## config.mk

```make
export PLATFORM = sky130hd
export DESIGN_NAME = ex_stage
export DESIGN_NICKNAME = d
export VERILOG_FILES = /design/src/rtl/ex_stage.sv
export SDC_FILE = /design/constraint.sdc
export NUM_CORES = 1
export LEC_CHECK = 0
export BUFFER_PORTS_ARGS = -buffer_cell sky130_fd_sc_hd__buf_2
export CAP_MARGIN = 10
export CELL_PAD_IN_SITES_DETAIL_PLACEMENT = 1
export CELL_PAD_IN_SITES_GLOBAL_PLACEMENT = 1
export CORE_MARGIN = 2
export CORE_UTILIZATION = 43
export DETAILED_ROUTE_END_ITERATION = 10
export GPL_TIMING_DRIVEN = 1
export PLACE_DENSITY = 0.81
export SETUP_SLACK_MARGIN = 0.5
export SLEW_MARGIN = 10
export SYNTH_ARGS = -nofsm -noshare
export SYNTH_HDL_FRONTEND = slang
export SYNTH_SLANG_ARGS = --single-unit
```

## constraint.sdc

```tcl
create_clock -name clk -period 14.9 [get_ports clk]
set_clock_uncertainty 0.05 [all_clocks]
set_input_delay 3.725 -clock clk [delete_from_list [all_inputs] [get_ports clk]]
set_output_delay 3.725 -clock clk [all_outputs]
set_load 0.05 [all_outputs]
```

## src/rtl/ex_stage.sv

```systemverilog
// Execute stage of the 5-stage RISC-V pipeline: ID/EX register with flush,
// operand forwarding, ALU, branch/jump resolution and the EX/MEM register.
module ex_stage #(
    parameter int XLEN = 32
) (
    input  logic            clk,
    input  logic            rst,
    input  logic            FlushE,
    input  logic [XLEN-1:0] RD1D,
    input  logic [XLEN-1:0] RD2D,
    input  logic [XLEN-1:0] PCD,
    input  logic [XLEN-1:0] PCPlus4D,
    input  logic [XLEN-1:0] ImmExtD,
    input  logic [4:0]      RS1D,
    input  logic [4:0]      RS2D,
    input  logic [4:0]      RDD,
    input  logic            RegWriteD,
    input  logic            MemWriteD,
    input  logic            JumpD,
    input  logic            BranchD,
    input  logic            ALUSrcD,
    input  logic [1:0]      ResultSrcD,
    input  logic [2:0]      ALUControlD,
    input  logic [1:0]      ForwardAE,
    input  logic [1:0]      ForwardBE,
    input  logic [XLEN-1:0] ResultW,
    output logic [4:0]      RS1E,
    output logic [4:0]      RS2E,
    output logic [4:0]      RDE,
    output logic            ResultSrcE0,
    output logic            PCSrcE,
    output logic [XLEN-1:0] PCTargetE,
    output logic [XLEN-1:0] ALUResultM,
    output logic [XLEN-1:0] WriteDataM,
    output logic [XLEN-1:0] PCPlus4M,
    output logic [4:0]      RDM,
    output logic            RegWriteM,
    output logic            MemWriteM,
    output logic [1:0]      ResultSrcM
);

    typedef struct packed {
        logic [XLEN-1:0] rd1;
        logic [XLEN-1:0] rd2;
        logic [XLEN-1:0] pc;
        logic [XLEN-1:0] pc_plus4;
        logic [XLEN-1:0] imm_ext;
        logic [4:0]      rs1;
        logic [4:0]      rs2;
        logic [4:0]      rd;
        logic            reg_write;
        logic            mem_write;
        logic            jump;
        logic            branch;
        logic            alu_src;
        logic [1:0]      result_src;
        logic [2:0]      alu_control;
    } id_ex_t;

    id_ex_t id_ex;
    id_ex_t id_ex_next;

    logic [XLEN-1:0] src_a;
    logic [XLEN-1:0] src_b;
    logic [XLEN-1:0] write_data;
    logic [XLEN-1:0] alu_result;
    logic            zero;

    assign id_ex_next = '{rd1: RD1D, rd2: RD2D, pc: PCD, pc_plus4: PCPlus4D,
                          imm_ext: ImmExtD, rs1: RS1D, rs2: RS2D, rd: RDD,
                          reg_write: RegWriteD, mem_write: MemWriteD,
                          jump: JumpD, branch: BranchD, alu_src: ALUSrcD,
                          result_src: ResultSrcD, alu_control: ALUControlD};

    // A flushed slot becomes an all-zero NOP: no writes, no redirect, rd = x0.
    // NOTE: sequential state uses non-blocking assignments so every register samples pre-edge values.
    always_ff @(posedge clk or posedge rst) begin
        if (rst) begin
            id_ex <= '0;
        end else if (FlushE) begin
            id_ex <= '0;
        end else begin
            id_ex <= id_ex_next;
        end
    end

    // Forward select 11 is unused by the hazard unit and falls back to the register value.
    // NOTE: every always_comb output gets a default first so no latch can be inferred.
    always_comb begin
        src_a = id_ex.rd1;
        case (ForwardAE)
            2'b01:   src_a = ResultW;
            2'b10:   src_a = ALUResultM;
            default: src_a = id_ex.rd1;
        endcase
        write_data = id_ex.rd2;
        case (ForwardBE)
            2'b01:   write_data = ResultW;
            2'b10:   write_data = ALUResultM;
            default: write_data = id_ex.rd2;
        endcase
    end

    assign src_b = id_ex.alu_src ? id_ex.imm_ext : write_data;

    always_comb begin
        alu_result = '0;
        case (id_ex.alu_control)
            3'b000:  alu_result = src_a + src_b;
            3'b001:  alu_result = src_a - src_b;
            3'b010:  alu_result = src_a & src_b;
            3'b011:  alu_result = src_a | src_b;
            3'b100:  alu_result = src_a ^ src_b;
            3'b101:  alu_result = {{(XLEN-1){1'b0}}, ($signed(src_a) < $signed(src_b))};
            3'b110:  alu_result = src_a << src_b[4:0];
            3'b111:  alu_result = src_a >> src_b[4:0];
            default: alu_result = '0;
        endcase
    end

    assign zero        = (alu_result == '0);
    assign PCTargetE   = id_ex.pc + id_ex.imm_ext;
    assign PCSrcE      = (id_ex.branch & zero) | id_ex.jump;
    assign RS1E        = id_ex.rs1;
    assign RS2E        = id_ex.rs2;
    assign RDE         = id_ex.rd;
    assign ResultSrcE0 = id_ex.result_src[0];

    // EX/MEM carries the forwarded store data, not the raw register read.
    always_ff @(posedge clk or posedge rst) begin
        if (rst) begin
            ALUResultM <= '0;
            WriteDataM <= '0;
            PCPlus4M   <= '0;
            RDM        <= '0;
            RegWriteM  <= 1'b0;
            MemWriteM  <= 1'b0;
            ResultSrcM <= '0;
        end else begin
            ALUResultM <= alu_result;
            WriteDataM <= write_data;
            PCPlus4M   <= id_ex.pc_plus4;
            RDM        <= id_ex.rd;
            RegWriteM  <= id_ex.reg_write;
            MemWriteM  <= id_ex.mem_write;
            ResultSrcM <= id_ex.result_src;
        end
    end

endmodule
```

* Yosys cells after proc, flatten, opt, wreduce, memory -nomap -nowiden
Cells that the tools add are included.
Word-level totals: bits in registers 290, input bits 224, output and inout port bits 154, logic and storage cells 51
Operators by class: add/subtract/negate cells 3, order comparisons 1, equality and inequality tests 11, shift-type cells 2, muxes and demuxes 5, bitwise operators 5, reduce and logical (&&, ||, !) cells 2
Operators by type and width (count):
- 32-bit one-hot mux with 8 select lines | 1
- 185-bit 2-to-1 mux | 1
- 32-bit one-hot mux with 2 select lines | 2
- 32-bit adder | 2
- 32-bit bitwise AND | 1
- 32-bit logical NOT | 1
- 32-bit < comparator | 1
- 32-bit 2-to-1 mux | 1
- 32-bit OR | 1
- 32-bit by 5-bit left shift with 32-bit output | 1
- 32-bit by 5-bit right shift with 32-bit output | 1
- 32-bit subtractor | 1
- 32-bit bitwise XOR | 1
- 3-bit equality test (second input constant) | 4
- 3-bit by 2-bit equality test with 1-bit output (second input constant) | 2
- 2-bit by 1-bit equality test with 1-bit output (second input constant) | 2
- 2-bit equality test (second input constant) | 2
- 3-bit by 1-bit equality test with 1-bit output (second input constant) | 1
- 3-bit logical NOT | 1
- 1-bit bitwise AND | 1
- 1-bit OR | 1

* Longest topological paths before layout
Gate-level depths: netlist of the first run.
word-level depth 8, mapped depth 25, gate-level depth less buffers 21

* Least setup slack after synthesis of the first run
No wires, ideal clock.
kind in2out, start point input port ForwardBE[0], end point output port PCSrcE, arrival 8744 ps, required time 11125 ps, setup slack 2381 ps, stages on the path 23, path buffers 5, cell sequence inv_1 ha_1 clkbuf_1 a221oi_1 nor2_1 a21boi_1 clkbuf_1 clkbuf_1 buf_2 ha_1 clkbuf_1 a221oi_1 o21ai_1 o31a_1 o32ai_1 xnor2_1 o211ai_1 or2_1 a2111oi_0 and4b_1 and4_1 nand2_1 o21bai_2
Between the ends: longest elaborated chain between the ends 8, elaborated cells on any way between the ends 16, those cells by class add/sub: 2; order compare: 1; eq/ne: 2; shift: 2; mux: 3; bitwise: 5; reduce/logical: 1
RTL lines:
- from (decl) | line 25 | input logic [1:0] ForwardBE,
- 2-bit equality test / 2-bit by 1-bit equality test with 1-bit output (equally long branches) | line 97 | case (ForwardBE)
- 32-bit one-hot mux with 2 select lines * | line 97
- named net write_data[3] | line 65 | logic [XLEN-1:0] write_data;
- 32-bit 2-to-1 mux * | line 104 | assign src_b = id_ex.alu_src ? id_ex.imm_ext : write_data;
- 32-bit subtractor (tied with other cells) | line 110 | 3'b001: alu_result = src_a - src_b;
- 32-bit one-hot mux with 8 select lines * | line 108 | case (id_ex.alu_control)
- named net alu_result[13] | line 66 | logic [XLEN-1:0] alu_result;
- 32-bit logical NOT * | line 121 | assign zero = (alu_result == '0);
- 1-bit bitwise AND * | line 123 | assign PCSrcE = (id_ex.branch & zero) | id_ex.jump;
- 1-bit OR * | line 123
- to (decl) | line 31 | output logic PCSrcE,
Mark *: on every way through the listed nets, which the timed path passes. The rest lies on a longest branch.

* Worst setup path after layout of the first run
start point input port ForwardAE[0], end point output port PCSrcE
Between the ends: longest elaborated chain between the ends 7, elaborated cells on any way between the ends 15, those cells by class add/sub: 2; order compare: 1; eq/ne: 2; shift: 2; mux: 2; bitwise: 5; reduce/logical: 1
RTL lines:
- from (decl) | line 24 | input logic [1:0] ForwardAE,
- 2-bit equality test / 2-bit by 1-bit equality test with 1-bit output (equally long branches) | line 91 | case (ForwardAE)
- 32-bit one-hot mux with 2 select lines * | line 91
- 32-bit subtractor (tied with other cells) | line 110
- 32-bit one-hot mux with 8 select lines * | line 108
- named net alu_result[13] | line 66
- 32-bit logical NOT * | line 121
- 1-bit bitwise AND * | line 123
- 1-bit OR * | line 123
Marked as above.

==> results.sh, run 1 <==
export IMPL_status="complete, no violations"
export IMPL_crit_fanout=32
export IMPL_initial_core_util_pct=43.2
export IMPL_synth_ff_type="dfrtp_1"
export IMPL_drt_wl_total_um=93900
export IMPL_cp_startpoint="ForwardAE[0]"
export IMPL_syn_nets=2659
export IMPL_netlist_instances=2300
export IMPL_use_met1_pct=49.7
export IMPL_post_cts_resize_count=0
export IMPL_synthMuxAreaShare_pct=5.16
export IMPL_path_class="primary input to primary output"
export IMPL_vias=20300
export IMPL_grtUsageTotal_pct=38.1
export IMPL_grt_max_degree=139
export IMPL_htreeDepth=1
export IMPL_slew_violations=0
export IMPL_fin_crit_ns=13.37
export IMPL_hold_viol=0
export IMPL_cts_setup_buffers=0
export IMPL_io_buffers=377
export IMPL_synthAdderAreaFrac_pct=8.56
export IMPL_pwr_share_comb_pct=43.6
export IMPL_gp_congestion=1.04
export IMPL_die_y_um=220
export IMPL_grtUsageMet3_pct=7.30
export IMPL_dieArea_um2=48200
export IMPL_avgViaCountPerCell=6.28
export IMPL_wl_per_cell_um=29.1
export IMPL_synth_top_family_by_area="compound AO/OA/AOI/OAI gates"
export IMPL_place_ws_ns=1.76
export IMPL_startpoint_type="primary input"
export IMPL_cts_tree="done"
export IMPL_internal_power_mw=1.64
export IMPL_route_detailed_drc=0
export IMPL_dpl_instance_area_um2=22200
export IMPL_yosys_area_share_simple_pct=18.2
export IMPL_p_leak_nw=11.1
export IMPL_p_sw_share_pct=44.3
export IMPL_cts_sinks=290
export IMPL_endpoint="PCSrcE"
export IMPL_rsz0062_at_grt="false"
export IMPL_stdcell_area_um2=23200
export IMPL_use_met2_pct=61.4
export IMPL_core_area_um2=46300
export IMPL_yosys_warnings=0
export IMPL_cts_made_buffers=28
export IMPL_synth_edff_count=0
export IMPL_grt_pass1_vias=21000
export IMPL_tns_ns=0
export IMPL_finalSetupViolCount=0
export IMPL_ios=378
export IMPL_async_flop_share_pct=100
export IMPL_final_nets=2943
export IMPL_die_w_um=220
export IMPL_reg2reg_depth=18
export IMPL_ir_drop_uv=124
export IMPL_synthDistinctLibCells=93
export IMPL_row_count=79
export IMPL_overflow=0
export IMPL_setup_worst_path_end_class="primary output"
export IMPL_final_antenna_net_count=0
export IMPL_setup_slack_ns=1.53
export IMPL_ys_seq_area_share_pct=36.3
export IMPL_max_freq_mhz=74.8
export IMPL_drive_above_1_share_pct=19.4
export IMPL_synthXorXnorAreaFrac_pct=2.19
export IMPL_syn_area_um2=20000
export IMPL_p_switching_mw=1.30
export IMPL_ys_seq_elements=290
export IMPL_r2r_end="ALUResultM[30]"
export IMPL_r2r_slack_ns=9.34
export IMPL_drtIter0Drc=2077
export IMPL_syn_area_per_cell_um2=8.69
export IMPL_grt_pass1_wl_um=138000
export IMPL_fin_crit_sh_pct=89.8
export IMPL_max_slew_worst_pin_slew_ns=1.24
export IMPL_clock_latency_ns=0.58
export IMPL_first_pass_iters=7
export IMPL_dpl_hpwl_um=71500
export IMPL_synth_compound_area_share_pct=23.1
export IMPL_power_frac_seq_pct=31.1
export IMPL_p_per_area_nw_per_um2=127
export IMPL_root_buffer="clkbuf_16"
export IMPL_antenna_found_initial=24
export IMPL_cp_data_required_time_ns=11.12
export IMPL_maxSlewHeadroom_pct=17.3
export IMPL_clk_path_buf_depth=3
export IMPL_syn2layout_area_growth_pct=16.0
export IMPL_busiest_layer="met2"
export IMPL_clk_pin_slew_ns=0.06
export IMPL_cp_arrival_ns=9.60
export IMPL_reg2reg_from="id_ex[5]"
export IMPL_ctsHoldBuffers=0
export IMPL_maxCapViolCount=0
export IMPL_layout_commonest_cell="buf_2"
export IMPL_hold_path_class="flip-flop to flip-flop"
export IMPL_final_cell_mix="buf_2, dfrtp_1, nor2b_1, nand2_1, nor2_1"
export IMPL_p_clk_share_pct=25.2
==> cells by family after synthesis <==
group                      after synthesis
buffers and inverters                  304
muxes                                   97
and+or+nand+nor                        739
AOI/OAI and AO/OA                      685
adders and majority gates              135
DFF                                    290
xor gates and xnor gates                50
==> metrics by stage <==
step	std cells	hold slack (ns)	total power [mW]	util, %
2_1_floorplan	2300	0.281	1.74	-
3_3_place_gp	3161	0.282	2.14	48.0
3_5_place_dp	3161	0.286	2.15	48.0
4_1_cts	3209	0.295	2.90	50.0
5_1_grt	3221	0.301	3.03	50.1
6_report	3229	0.295	2.94	50.1
==> critical path, cell delays in order <==
cell	delay, ns
buf_2	0.11
inv_1	0.06
ha_2	0.64
a22oi_1	0.21
o21ai_0	0.74
ha_1	0.50
a221oi_1	0.46
o21ai_1	0.14
buf_4	0.19
o31a_1	0.34
o32ai_1	0.32
xnor2_1	0.19
o211ai_1	0.13
or2_1	0.26
a2111oi_0	0.45
and4b_1	0.32
and4_1	0.26
nand2_1	0.09
o21bai_2	0.14
buf_2	0.29
==> Yosys cell counts, types with 29 or more instances <==
cell type,count,area [um^2]
nand2_1,184,691
dfrtp_1,290,7260
nor2b_1,207,1290
a21oi_1,142,711
ha_1,132,1650
nor2_1,185,694
o211ai_1,38,285
xnor2_1,39,342
a211oi_1,29,218
a22oi_1,66,495
clkbuf_1,110,413
mux2i_1,88,881
o22ai_1,44,275
inv_1,136,510
o21ai_0,127,636
nor3_1,45,225
==> metal layers <==
layer,wire length [um],vias to the layer above
met3,7780,246
met5,65,-
met2,43400,1091
li1,-,8730
met4,4640,10
met1,38000,10200
==> registers in the layout (all words and copies together), names as in the netlist <==
name and flops:
RegWriteM 1, RS1E 5, id_ex 169, ALUResultM 32, ResultSrcM 2, ResultSrcE0 1
PCPlus4M 32, MemWriteM 1, RDE 5, RS2E 5, WriteDataM 32, RDM 5
==> how the worst min path moves through the flow <==
stage | startpoint | endpoint | cells past startpoint
after floorplan | id_ex[8] | MemWriteM | 0
after global routing | id_ex[75] | PCPlus4M[18] | 0
after global placement | id_ex[78] | PCPlus4M[21] | 0
after CTS | id_ex[75] | PCPlus4M[18] | 0
final | id_ex[75] | PCPlus4M[18] | 0
after detailed placement | id_ex[84] | PCPlus4M[27] | 0
==> final cells by class <==
cell class                 count  area (um^2)
fill                        5582        23100
multi-input combinational   1706        11500
sequential                   290         7260
timing repair buffer         418         2200
clock buffer                  39          793
tap                          607          759
inverter                     140          541
clock inverter                 9          126
antenna                       20         50.0
==> power by group through the flow <==
stage,sequential [mW],clock (mW),combinational [mW]
finish,0.914,0.740,1.28
global route,0.918,0.774,1.34
CTS,0.912,0.744,1.25
detailed placement,0.922,0,1.23
global placement,0.922,0,1.21
floorplan,1.05,0,0.688
Note: power is estimated with default switching activity, not from simulation.
==> run 2: changes to the inputs <==
- RECOVER_POWER: unset -> 50
==> run 2 against run 1 <==
Effect of this change: the flow now finishes with violations (capacitance limit, slew limit); die area did not move; worst hold slack improved by 0.0015 ns; via count fell by 0.15%; sequential power barely moved; non-clock buffer count did not move; count of clock-buffer cells in the layout did not move; global-route usage did not move; total power barely moved; highest routed layer unchanged.
==> results.sh, run 2 (same netlist as run 1, synthesis figures left out) <==
export IMPL_status="complete, but fails checks"
export IMPL_violations="capacitance limit, slew limit"
export IMPL_grtUsageTotal_pct=38.1
export IMPL_cp_data_required_time_ns=11.12
export IMPL_root_buffer="clkbuf_16"
export IMPL_antenna_found_initial=24
export IMPL_rsz0062_at_grt="false"
export IMPL_vias=20200
export IMPL_post_cts_resize_count=0
export IMPL_grt_max_degree=139
export IMPL_hold_viol=0
export IMPL_largest_register_ffs=169
export IMPL_hold_path_class="flip-flop to flip-flop"
export IMPL_overflow=0
export IMPL_largest_register="id_ex"
export IMPL_worstPathCellList="clkbuf_1, inv_1, ha_1, a221oi_1, o31a_2, ha_1, a221oi_1, o21ai_1, buf_4, o31ai_1, a211oi_1, buf_4, nor3_1, o31ai_1, a31oi_1, or4b_1, o211ai_1, nor4_1, nand2_1, o21bai_2, buf_2"
export IMPL_cts_setup_buffers=0
export IMPL_cp_slowest_stage_delay_ns=0.97
export IMPL_htreeDepth=1
export IMPL_multi_input_area_um2=11500
export IMPL_final_nets=2943
export IMPL_ctsHoldBuffers=0
export IMPL_clk_pin_slew_ns=0.06
export IMPL_grt_pass1_wl_um=138000
export IMPL_die_y_um=220
export IMPL_finalSetupViolCount=0
export IMPL_timing_hold_ws_ns=0.296
export IMPL_ios=378
export IMPL_route_detailed_drc=0
export IMPL_setup_worst_path_end_class="primary output"
export IMPL_drive_above_1_share_pct=16.3
export IMPL_final_antenna_net_count=0
export IMPL_critical_path_top_delay_family="compound AO/OA/AOI/OAI gates"
export IMPL_wl_per_cell_um=29.1
export IMPL_ir_drop_uv=124
export IMPL_layout_commonest_cell="buf_2"
export IMPL_max_freq_mhz=72.8
export IMPL_p_per_area_nw_per_um2=127
export IMPL_cts_sinks=290
export IMPL_startpoint_type="primary input"
export IMPL_row_count=79
export IMPL_cp_arrival_ns=9.97
export IMPL_slowest_stage="ha_1"
export IMPL_avgViaCountPerCell=6.27
export IMPL_maxCapViolCount=2
export IMPL_initial_core_util_pct=43.2
export IMPL_grt_pass1_vias=21000
export IMPL_drtIter0Drc=2001
export IMPL_core_area_um2=46300
export IMPL_path_class="primary input to primary output"
export IMPL_syn2layout_area_growth_pct=15.4
export IMPL_io_buffers=377
export IMPL_power_mw=2.93
export IMPL_max_slew_worst_pin_slew_ns=6.12
export IMPL_p_leak_nw=10.8
export IMPL_cts_tree="done"
export IMPL_setup_slack_ns=1.16
export IMPL_register_area_um2=7260
export IMPL_cts_made_buffers=28
export IMPL_gp_congestion=1.04
export IMPL_tns_ns=0
export IMPL_slew_violations=235
export IMPL_maxSlewHeadroom_pct=-310
export IMPL_dieArea_um2=48200
export IMPL_dpl_hpwl_um=71500
export IMPL_fin_crit_sh_pct=92.2
export IMPL_fin_crit_ns=13.74
export IMPL_clock_latency_ns=0.57
export IMPL_final_cell_mix="buf_2, dfrtp_1, nor2b_1, nand2_1, nor2_1"
export IMPL_crit_fanout=32
export IMPL_path_buf_inv=5
export IMPL_first_pass_iters=8
export IMPL_place_ws_ns=1.76
export IMPL_nFillCells=5618
export IMPL_drt_wl_total_um=93900
export IMPL_clk_path_buf_depth=3
export IMPL_die_w_um=220
[run 2: power breakdown]
| group | internal (mW) | leakage (nW) | total, mW | switching [mW] |
|---|---|---|---|---|
| Combinational | 0.357 | 6.60 | 1.28 | 0.922 |
| Clock | 0.421 | 0.450 | 0.739 | 0.318 |
| Sequential | 0.855 | 3.72 | 0.916 | 0.0610 |
[run 2: worst register-to-register path, stage by stage (launching register included)]
cell and delay [ns]:
dfrtp_2 0.34, buf_4 0.53, inv_1 0.15, a21boi_2 0.23
buf_4 0.45, clkinv_1 0.19, ha_1 0.33, or2_2 0.32
o211ai_1 0.32, a31o_2 0.31, o21ai_1 0.19, o21ai_0 0.30
o21ai_1 0.23, a221o_1 0.41, a21o_1 0.20, a21oi_1 0.22
mux2i_1 0.21, a21oi_1 0.08, o21ai_0 0.32
[run 2: final timing paths]
path                                   start             end  slack, ns  cells past startpoint
max in group asynchronous                rst        id_ex[5]       6.72                      2
worst max-delay path            ForwardBE[0]          PCSrcE       1.16                     21
worst min register to register     id_ex[75]    PCPlus4M[18]       0.30                      0
min in group asynchronous                rst         RS2E[4]       5.02                      2
worst max register to register      id_ex[5]  ALUResultM[30]       9.35                     18
worst min-delay path               id_ex[75]    PCPlus4M[18]       0.30                      0
[run 2: metal layers]
layer  up-vias  GRT usage [%]  part of all wire [%]
met5         -              0                 0.069
met2      1098           61.4                    46
met1     10100           49.7                    40
met3       260           7.30                   8.3
li1       8727              -                     -
met4        10           17.5                   5.1
[run 2: final cells by class]
cell class | instances | share of cell area, %
diodes | 21 | 0.228
clock buffers | 39 | 3.44
clock inverters | 9 | 0.548
inverters | 140 | 2.31
multi-input cells | 1706 | 49.6
flip-flops and latches | 290 | 31.5
well taps | 607 | 3.29
repair buffers | 418 | 9.09
[run 2: per-stage QoR]
stage | area (um^2) | utilization (%) | std cells
after floorplan | 20000 | - | 2300
after global placement | 22200 | 48.0 | 3161
after detailed placement | 22200 | 48.0 | 3161
after CTS | 23100 | 50.0 | 3209
after global routing | 23100 | 49.8 | 3221
final | 23100 | 49.9 | 3230
